$ cat config.mk
export PLATFORM = sky130hd
export DESIGN_NAME = alu_issue_arbiter
export DESIGN_NICKNAME = d
export VERILOG_FILES = /design/src/rtl/alu_issue_arbiter.sv
export SDC_FILE = /design/constraint.sdc
export NUM_CORES = 1
export LEC_CHECK = 0
export CORE_MARGIN = 2
export CORE_UTILIZATION = 30
export DETAILED_ROUTE_END_ITERATION = 12
export PLACE_DENSITY = 0.65
export SLEW_MARGIN = 25
export SYNTH_ARGS = -nofsm -noshare
export SYNTH_HDL_FRONTEND = slang
export SYNTH_SLANG_ARGS = --single-unit
$ cat constraint.sdc
create_clock -name clk -period 2.7 [get_ports clk]
set_clock_uncertainty 0.2 [all_clocks]
set_input_delay 0.405 -clock clk [delete_from_list [all_inputs] [get_ports clk]]
set_output_delay 0.405 -clock clk [all_outputs]
set_load 0.02 [all_outputs]
$ cat src/rtl/alu_issue_arbiter.sv
// Round-robin issue arbiter in front of a single registered ALU: it grants one of two
// requesters, holds the operands for the op's latency, and returns a tagged result pulse.
module alu_issue_arbiter #(
    parameter int WIDTH      = 32,
    parameter int MULDIV_LAT = 4
) (
    input  logic             clk,
    input  logic             rst,
    input  logic             req0_valid,
    input  logic [2:0]       req0_op,
    input  logic [WIDTH-1:0] req0_a,
    input  logic [WIDTH-1:0] req0_b,
    output logic             req0_ready,
    input  logic             req1_valid,
    input  logic [2:0]       req1_op,
    input  logic [WIDTH-1:0] req1_a,
    input  logic [WIDTH-1:0] req1_b,
    output logic             req1_ready,
    output logic [WIDTH-1:0] alu_a,
    output logic [WIDTH-1:0] alu_b,
    output logic [2:0]       alu_ctrl,
    input  logic [WIDTH-1:0] alu_result,
    output logic             rsp_valid,
    output logic             rsp_id,
    output logic [WIDTH-1:0] rsp_data,
    output logic             rsp_err,
    output logic             busy
);

    typedef enum logic [1:0] {
        ST_IDLE = 2'd0,
        ST_EXEC = 2'd1,
        ST_RESP = 2'd2,
        ST_TRAP = 2'd3
    } state_t;

    localparam logic [3:0] LAT_C  = 4'(MULDIV_LAT);
    localparam logic [2:0] OP_MUL = 3'b101;
    localparam logic [2:0] OP_DIV = 3'b110;
    localparam logic [2:0] OP_UND = 3'b111;

    state_t           state_q;
    logic             last_grant_q;
    logic             id_q;
    logic             muldiv_q;
    logic             trap_ones_q;
    logic [3:0]       cnt_q;
    logic [WIDTH-1:0] alu_a_q;
    logic [WIDTH-1:0] alu_b_q;
    logic [2:0]       alu_ctrl_q;
    logic             rsp_valid_q;
    logic             rsp_id_q;
    logic [WIDTH-1:0] rsp_data_q;
    logic             rsp_err_q;

    logic             idle;
    logic             grant1;
    logic             accept;
    logic [2:0]       win_op;
    logic [WIDTH-1:0] win_a;
    logic [WIDTH-1:0] win_b;
    logic             win_div0;
    logic             win_undef;

    assign idle = (state_q == ST_IDLE);

    // On a tie the requester that did not win last time goes first.
    always_comb begin
        grant1 = 1'b0;
        if (req0_valid && req1_valid) begin
            grant1 = ~last_grant_q;
        end else begin
            grant1 = req1_valid;
        end
    end

    assign req0_ready = idle && req0_valid && !grant1;
    assign req1_ready = idle && req1_valid && grant1;
    assign accept     = req0_ready || req1_ready;

    assign win_op    = grant1 ? req1_op : req0_op;
    assign win_a     = grant1 ? req1_a  : req0_a;
    assign win_b     = grant1 ? req1_b  : req0_b;
    assign win_div0  = (win_op == OP_DIV) && (win_b == '0);
    assign win_undef = (win_op == OP_UND);

    always_ff @(posedge clk) begin
        if (rst) begin
            state_q      <= ST_IDLE;
            last_grant_q <= 1'b1;
            id_q         <= 1'b0;
            muldiv_q     <= 1'b0;
            trap_ones_q  <= 1'b0;
            cnt_q        <= 4'd0;
            alu_a_q      <= '0;
            alu_b_q      <= '0;
            alu_ctrl_q   <= 3'b000;
            rsp_valid_q  <= 1'b0;
            rsp_id_q     <= 1'b0;
            rsp_data_q   <= '0;
            rsp_err_q    <= 1'b0;
        end else begin
            rsp_valid_q <= 1'b0;
            rsp_data_q  <= '0;
            rsp_err_q   <= 1'b0;
            case (state_q)
                ST_IDLE: begin
                    if (accept) begin
                        id_q         <= grant1;
                        last_grant_q <= grant1;
                        if (win_div0 || win_undef) begin
                            // Trapped ops never reach the ALU; its inputs keep their old values.
                            trap_ones_q <= win_div0;
                            state_q     <= ST_TRAP;
                        end else begin
                            alu_a_q    <= win_a;
                            alu_b_q    <= win_b;
                            alu_ctrl_q <= win_op;
                            muldiv_q   <= (win_op == OP_MUL) || (win_op == OP_DIV);
                            cnt_q      <= 4'd1;
                            state_q    <= ST_EXEC;
                        end
                    end
                end
                ST_EXEC: begin
                    if (!muldiv_q || (cnt_q == LAT_C)) begin
                        state_q <= ST_RESP;
                    end else begin
                        cnt_q <= cnt_q + 4'd1;
                    end
                end
                ST_RESP: begin
                    rsp_valid_q <= 1'b1;
                    rsp_data_q  <= alu_result;
                    rsp_id_q    <= id_q;
                    state_q     <= ST_IDLE;
                end
                ST_TRAP: begin
                    rsp_valid_q <= 1'b1;
                    rsp_err_q   <= 1'b1;
                    rsp_data_q  <= trap_ones_q ? '1 : '0;
                    rsp_id_q    <= id_q;
                    state_q     <= ST_IDLE;
                end
                default: state_q <= ST_IDLE;
            endcase
        end
    end

    assign alu_a     = alu_a_q;
    assign alu_b     = alu_b_q;
    assign alu_ctrl  = alu_ctrl_q;
    assign rsp_valid = rsp_valid_q;
    assign rsp_id    = rsp_id_q;
    assign rsp_data  = rsp_data_q;
    assign rsp_err   = rsp_err_q;
    assign busy      = !idle;

endmodule

=== Word-level counts from Yosys, hierarchy flattened ===
Index checks and enable logic that the tools add are counted.

* Flip-flop bits (word level): 112
* Bits of input ports: 170
* Output and inout port bits: 105
* Word-level logic and storage cells: 65

* $add $sub $neg: 1
* Equal/unequal tests: 11
* Muxes and demuxes: 16
* Bitwise operators: 2
* Reductions and logical operators: 22

{| class="wikitable"
|+ Operator list
! kind !! number
|-
| $mux W32 || 3
|-
| $pmux W32 S2 || 1
|-
| $logic_not A32 Y1 || 1
|-
| $mux W4 || 3
|-
| $eq A3 B3 Y1 const B || 3
|-
| $pmux W4 S2 || 1
|-
| $logic_and A1 B1 Y1 || 6
|-
| $mux W2 || 3
|-
| $ne A2 B2 Y1 const B || 3
|-
| $pmux W2 S3 || 1
|-
| $reduce_and A3 Y1 || 2
|-
| $add A4 B1 Y4 const B || 1
|-
| $eq A2 B2 Y1 const B || 2
|-
| $eq A4 B3 Y1 const B || 1
|-
| $logic_or A1 B1 Y1 || 4
|-
| $reduce_and A2 Y1 || 2
|-
| $reduce_and A4 Y1 || 1
|-
| $logic_not A1 Y1 || 3
|-
| $mux W1 || 3
|-
| $mux W3 || 1
|-
| $eq A2 B1 Y1 const B || 1
|-
| $logic_not A2 Y1 || 1
|-
| $ne A2 B1 Y1 const B || 1
|-
| $not A1 Y1 || 2
|-
| 2 further kinds || 2
|}

=== Longest topological paths before layout ===
* Depth in word-level cells: 9
* Depth in mapped cells: 9
* Depth with buffers taken out: 8

=== Worst setup path after synthesis ===
Ideal clock, no wire load.

* Path kind: input-to-reg
* Start: input req0_op[0]
* End: register alu_ctrl_q[1] (netlist: alu_ctrl[1])
* Library setup time: 115 ps
* Arrival: 1835 ps
* Data required time: 2385 ps
* Setup slack: 550 ps
* Stages: 8
* Buffers on the path: 2
* Cell sequence: nor4b_1 nand4_1 or3_1 o31ai_1 nor3_2 buf_2 buf_6 o21a_1

* Cells in the longest elaborated chain, start to end: 6

{| class="wikitable"
|+ Ends and longest elaborated chain
! what !! RTL line !! RTL
|-
| from (decl) || 10 || <nowiki>input logic [2:0] req0_op,</nowiki>
|-
| $mux W3 (*) || 81 || <nowiki>assign win_op = grant1 ? req1_op : req0_op;</nowiki>
|-
| $eq A3 B3 Y1 || 84 || <nowiki>assign win_div0 = (win_op == OP_DIV) && (win_b == '0);</nowiki>
|-
| $logic_and A1 B1 Y1 || 84 ||
|-
| $logic_or A1 B1 Y1 (*) || 111 || <nowiki>if (win_div0 || win_undef) begin</nowiki>
|-
| $not A1 Y1 (no line) (*) || - ||
|-
| $reduce_and A3 Y1 (no line) (*) || - ||
|-
| to (signal assigned) || 118 || <nowiki>alu_ctrl_q <= win_op;</nowiki>
|-
| to (decl) || 50 || <nowiki>logic [2:0] alu_ctrl_q;</nowiki>
|}

Mark *: on every way between the ends. The rest lies on a longest branch, timed or not.
A chain may end at the register's enable or synchronous reset.

=== Final worst setup path ===
* Start: input req0_b[6]
* End: register alu_a_q[28] (netlist: alu_a[28])

* Cells in the longest elaborated chain, start to end: 6

{| class="wikitable"
|+ Ends and longest elaborated chain
! what !! RTL line !! RTL
|-
| from (decl) || 12 || <nowiki>input logic [WIDTH-1:0] req0_b,</nowiki>
|-
| $mux W32 || 83 || <nowiki>assign win_b = grant1 ? req1_b : req0_b;</nowiki>
|-
| $logic_not A32 Y1 || 84 ||
|-
| $logic_and A1 B1 Y1 || 84 ||
|-
| $logic_or A1 B1 Y1 || 111 ||
|-
| $not A1 Y1 (no line) || - ||
|-
| $reduce_and A3 Y1 (no line) || - ||
|-
| to (signal assigned) || 116 || <nowiki>alu_a_q <= win_a;</nowiki>
|-
| to (decl) || 48 || <nowiki>logic [WIDTH-1:0] alu_a_q;</nowiki>
|}

No other way between the ends.

==> summary.txt <==
Pwr
  • Power density over cell area: 590 nW/µm²
  • Part of the power in the clock network: 30.7%
  • Cell internal power dissipation: 3.53 mW
  • Proportion of power drawn by combinational gates: 31.1%
  • Pleak: 3.31 nW
  • Final total power: 5.04 mW
  • Peak ir drop on the vdd network: 0.000288 V
  • Relative contribution of sequential cells to total power: 38.2%
  • Switching power: 1.50 mW
  • Switching part of the total: 29.8%

CTS
  • # hold bufs at CTS: 0
  • Worst-skew pair later-pin latency: 350 ps
  • CTS max path bufs: 2
  • TritonCTS Sinks: 112
  • Clock Tree Root: clkbuf_16
  • H-tree level count: 3
  • Clk slew on worst S/H paths: 70 ps
  • Setup repair bufs after CTS: 0
  • Cts bufs inserted: 9
  • TritonCTS clock tree: done

Global route
  • Global-route congestion overflow total: 0
  • Wire length of the first global-routing pass: 25,500 µm
  • GRT Util Overall: 19.1%
  • Antenna violations before repair: 1
  • Pin count of the biggest net entering global routing: 71
  • Number of global-route vias before repair: 5,034

Final layout
  • Top library cells by usage in the layout, fill and taps aside: 269 x clkdlybuf4s50_1, 112 x dfxtp_1, 105 x a21oi_1
  • Cell area after layout: 8540 µm²
  • Net total in the final layout: 963
  • Relative area change from synthesis to final layout: 76.4%
  • Multi-input logic area: 2540 µm²
  • Fill count: 1,360
  • Share of final-layout standard cells stronger than drive strength 1: 11.4%
  • Leading cell type in the layout, fill and taps excluded: clkdlybuf4s50_1
  • Footprint of the flip-flops and latches: 2240 µm²

Critical path
  • Maximum fanout along the worst path: 26
  • Standard cell with the maximum stage delay on the critical path: clkdlybuf4s50_1
  • Top cell by count, worst path: buf_4
  • Cell-by-cell trace of the critical path: clkdlybuf4s50_1 -> nor4_2 -> buf_4 -> nand4_1 -> or3_1 -> o31ai_1 -> buf_4 -> nor3_4 -> clkbuf_16 -> a211oi_1
  • Kind of end point of the critical path: flip-flop
  • Peak per-stage delay on the critical path: 450 ps
  • Signal arrival time at the worst endpoint: 2710 ps
  • Worst EP required: 2760 ps
  • Worst Setup Start Kind: input port
  • Crit Path Class: input port to flip-flop

Floorplanning
  • Standard cell core area: 15,800 µm²
  • Vert. Die Dim: 131 µm
  • Initial standard-cell utilization of the core: 30.6%
  • Boundary Pins: 275
  • Core Rows: 46
  • X dimension of the die: 131 µm
  • Overall die area: 17,200 µm²

Route
  • Routed wire per std cell: 16.7 µm
  • Post-DR vias/cell: 4.98
  • DR pass1 iterations: 4
  • Total Routed Length: 16,900 µm
  • Total via count after detailed routing: 5,048
  • DRC: 0
  • Count of antenna-violating nets left after detailed routing: 0
  • Count of routing violations after the opening detailed-route iteration: 173

Logic synthesis
  • Post-synthesis average cell area: 9.31 µm²
  • Share of the synthesized area in the top cell type: 46.3%
  • Share of async-settable or async-resettable flops after synthesis: 0%
  • Number of instances in the synthesized netlist: 520
  • Sequential fraction of the synthesis area: 46.3%
  • Number of warnings printed during yosys synthesis: 0
  • Count of distinct cell types in the synthesized netlist: 38
  • Number of synthesized flops with an enable pin: 0
  • Synthesized cell area: 4840 µm²
  • Area leader, netlist: dfxtp_1
  • Top cells by area, synth: dfxtp_1 46%, mux2i_1 14%, a21oi_1 11%
  • Leading register cell type out of synthesis: dfxtp_1
  • Flip-flop and latch count after synthesis: 112
  • Synthesized netlist net count: 692

STA
  • Final setup viols: 0
  • Final hold violation count: 0
  • Number of pins exceeding their max-slew limit in the final report: 0
  • Final WS setup: 54.3 ps
  • Share of the clock period used by the worst path: 98.0%
  • Crit path time final: 2650 ps
  • Actual transition at the worst max-transition pin: 566 ps
  • Remaining max-slew budget at the tightest pin: 62.2%
  • Highest attainable clock frequency: 378 MHz

Placement
  • Instance area after placement: 8020 µm²
  • Worst slack at placement: -548 ps
  • PortBufs: 274
  • Half-perimeter wire length after detailed placement: 12,200 µm
  • Weighted congestion reported at the end of routability-driven placement: 0.827

Run
  • Maximum capacitance violations: 0

Min path
  • Hold Path Class: flip-flop to flip-flop

Run status
  • Status: finished, final reports clean
cells by family (layout without fill, tap and decap cells):
kind of cell / count (synthesis) / count (layout) / share of synthesized area [%]
fa+ha+maj: 2 / 2 / 0.517
simple gates: 93 / 93 / 9.46
flops: 112 / 112 / 46.3
other cells: 0 / 1 / 0
mux: 66 / 66 / 13.6
compound gates: 191 / 191 / 25.1
buf+inv: 53 / 329 / 4.39
xor+xnor: 3 / 3 / 0.543
power groups by stage:
stage / Combinational (mW) / Sequential, mW / Clock (mW)
after global placement: 1.48 / 1.96 / 0
final: 1.57 / 1.92 / 1.55
after CTS: 1.51 / 1.92 / 1.59
after detailed placement: 1.50 / 1.96 / 0
after global routing: 1.68 / 1.95 / 1.66
after floorplan: 0.533 / 2.14 / 0
critical path: cells and delay by family:
family                 cells  cell delay (ps)
AO/OA/AOI/OAI              2              300
AND/OR/NAND/NOR            4              960
buffers and inverters      4             1030
flip-flops by register name, summed over array words and instances (netlist names), 2 cells and up:
register / cells
alu_a: 32
alu_b: 32
alu_ctrl: 3
cnt_q: 4
rsp_data: 32
state_q: 2
through the flow:
| step | TNS (ps) | instances | util [%] | hold WS [ps] |
|---|---|---|---|---|
| CTS | 0 | 1011 | 53.0 | 269 |
| detailed placement | -35170 | 995 | 50.7 | 255 |
| global placement | -31850 | 995 | 50.7 | 250 |
| global route | -61.1 | 1013 | 54.0 | 302 |
| finish | 0 | 1013 | 54.0 | 265 |
| floorplan | 0 | 520 | - | 257 |
repair_timing:
item / 4_1_cts / 5_1_grt
gates cloned: 0 / 1
gates resized for setup: 3 / 26
pin swaps: 1 / 1
setup endpoints to repair: 70 / 64
cells in the mapped netlist (2+ instances only):
cell      instances
dfxtp_1         112
a21oi_1         105
mux2i_1          66
a211oi_1         58
clkbuf_1         44
nand2_1          41
nor4_1           14
nor2_1           10
a211oi_2          8
buf_2             5
nand3_1           5
nand4_1           5
nor2b_1           4
nor3_1            4
o21a_1            4
a31oi_1           3
inv_1             3
xnor2_1           3
ha_1              2
nand3b_1          2
nor3_2            2
nor4b_1           2
o21ai_1           2
or3_1             2
worst paths after layout:
path	start	to	slack, ps	depth (start not counted)
min reg2reg	alu_ctrl[1]$_SDFFE_PP0P_	alu_ctrl[1]$_SDFFE_PP0P_	270	1
max reg2reg	last_grant_q$_SDFFE_PP1P_	alu_a[28]$_SDFFE_PP0P_	500	8
max	req0_b[6]	alu_a[28]$_SDFFE_PP0P_	50	10
min	alu_ctrl[1]$_SDFFE_PP0P_	alu_ctrl[1]$_SDFFE_PP0P_	270	1
area by class of cell:
| type | count | area share [%] |
|---|---|---|
| inverters | 3 | 0.132 |
| flip-flops and latches | 112 | 26.3 |
| well taps | 216 | 3.16 |
| diodes | 1 | 0.0293 |
| repair buffers | 310 | 36.6 |
| multi-input cells | 355 | 29.7 |
| clock inverters | 7 | 1.48 |
| clock buffers | 9 | 2.64 |
routing by layer:
layer | GRT usage, % | part of all wire [%] | up-vias
met3 | 6.27 | 8.9 | 28
li1 | - | - | 2476
met2 | 31.9 | 48 | 221
met5 | 0 | 0 | -
met1 | 22.2 | 41 | 2323
met4 | 8.82 | 2.3 | 0
Note: power is estimated with default switching activity, not from simulation.
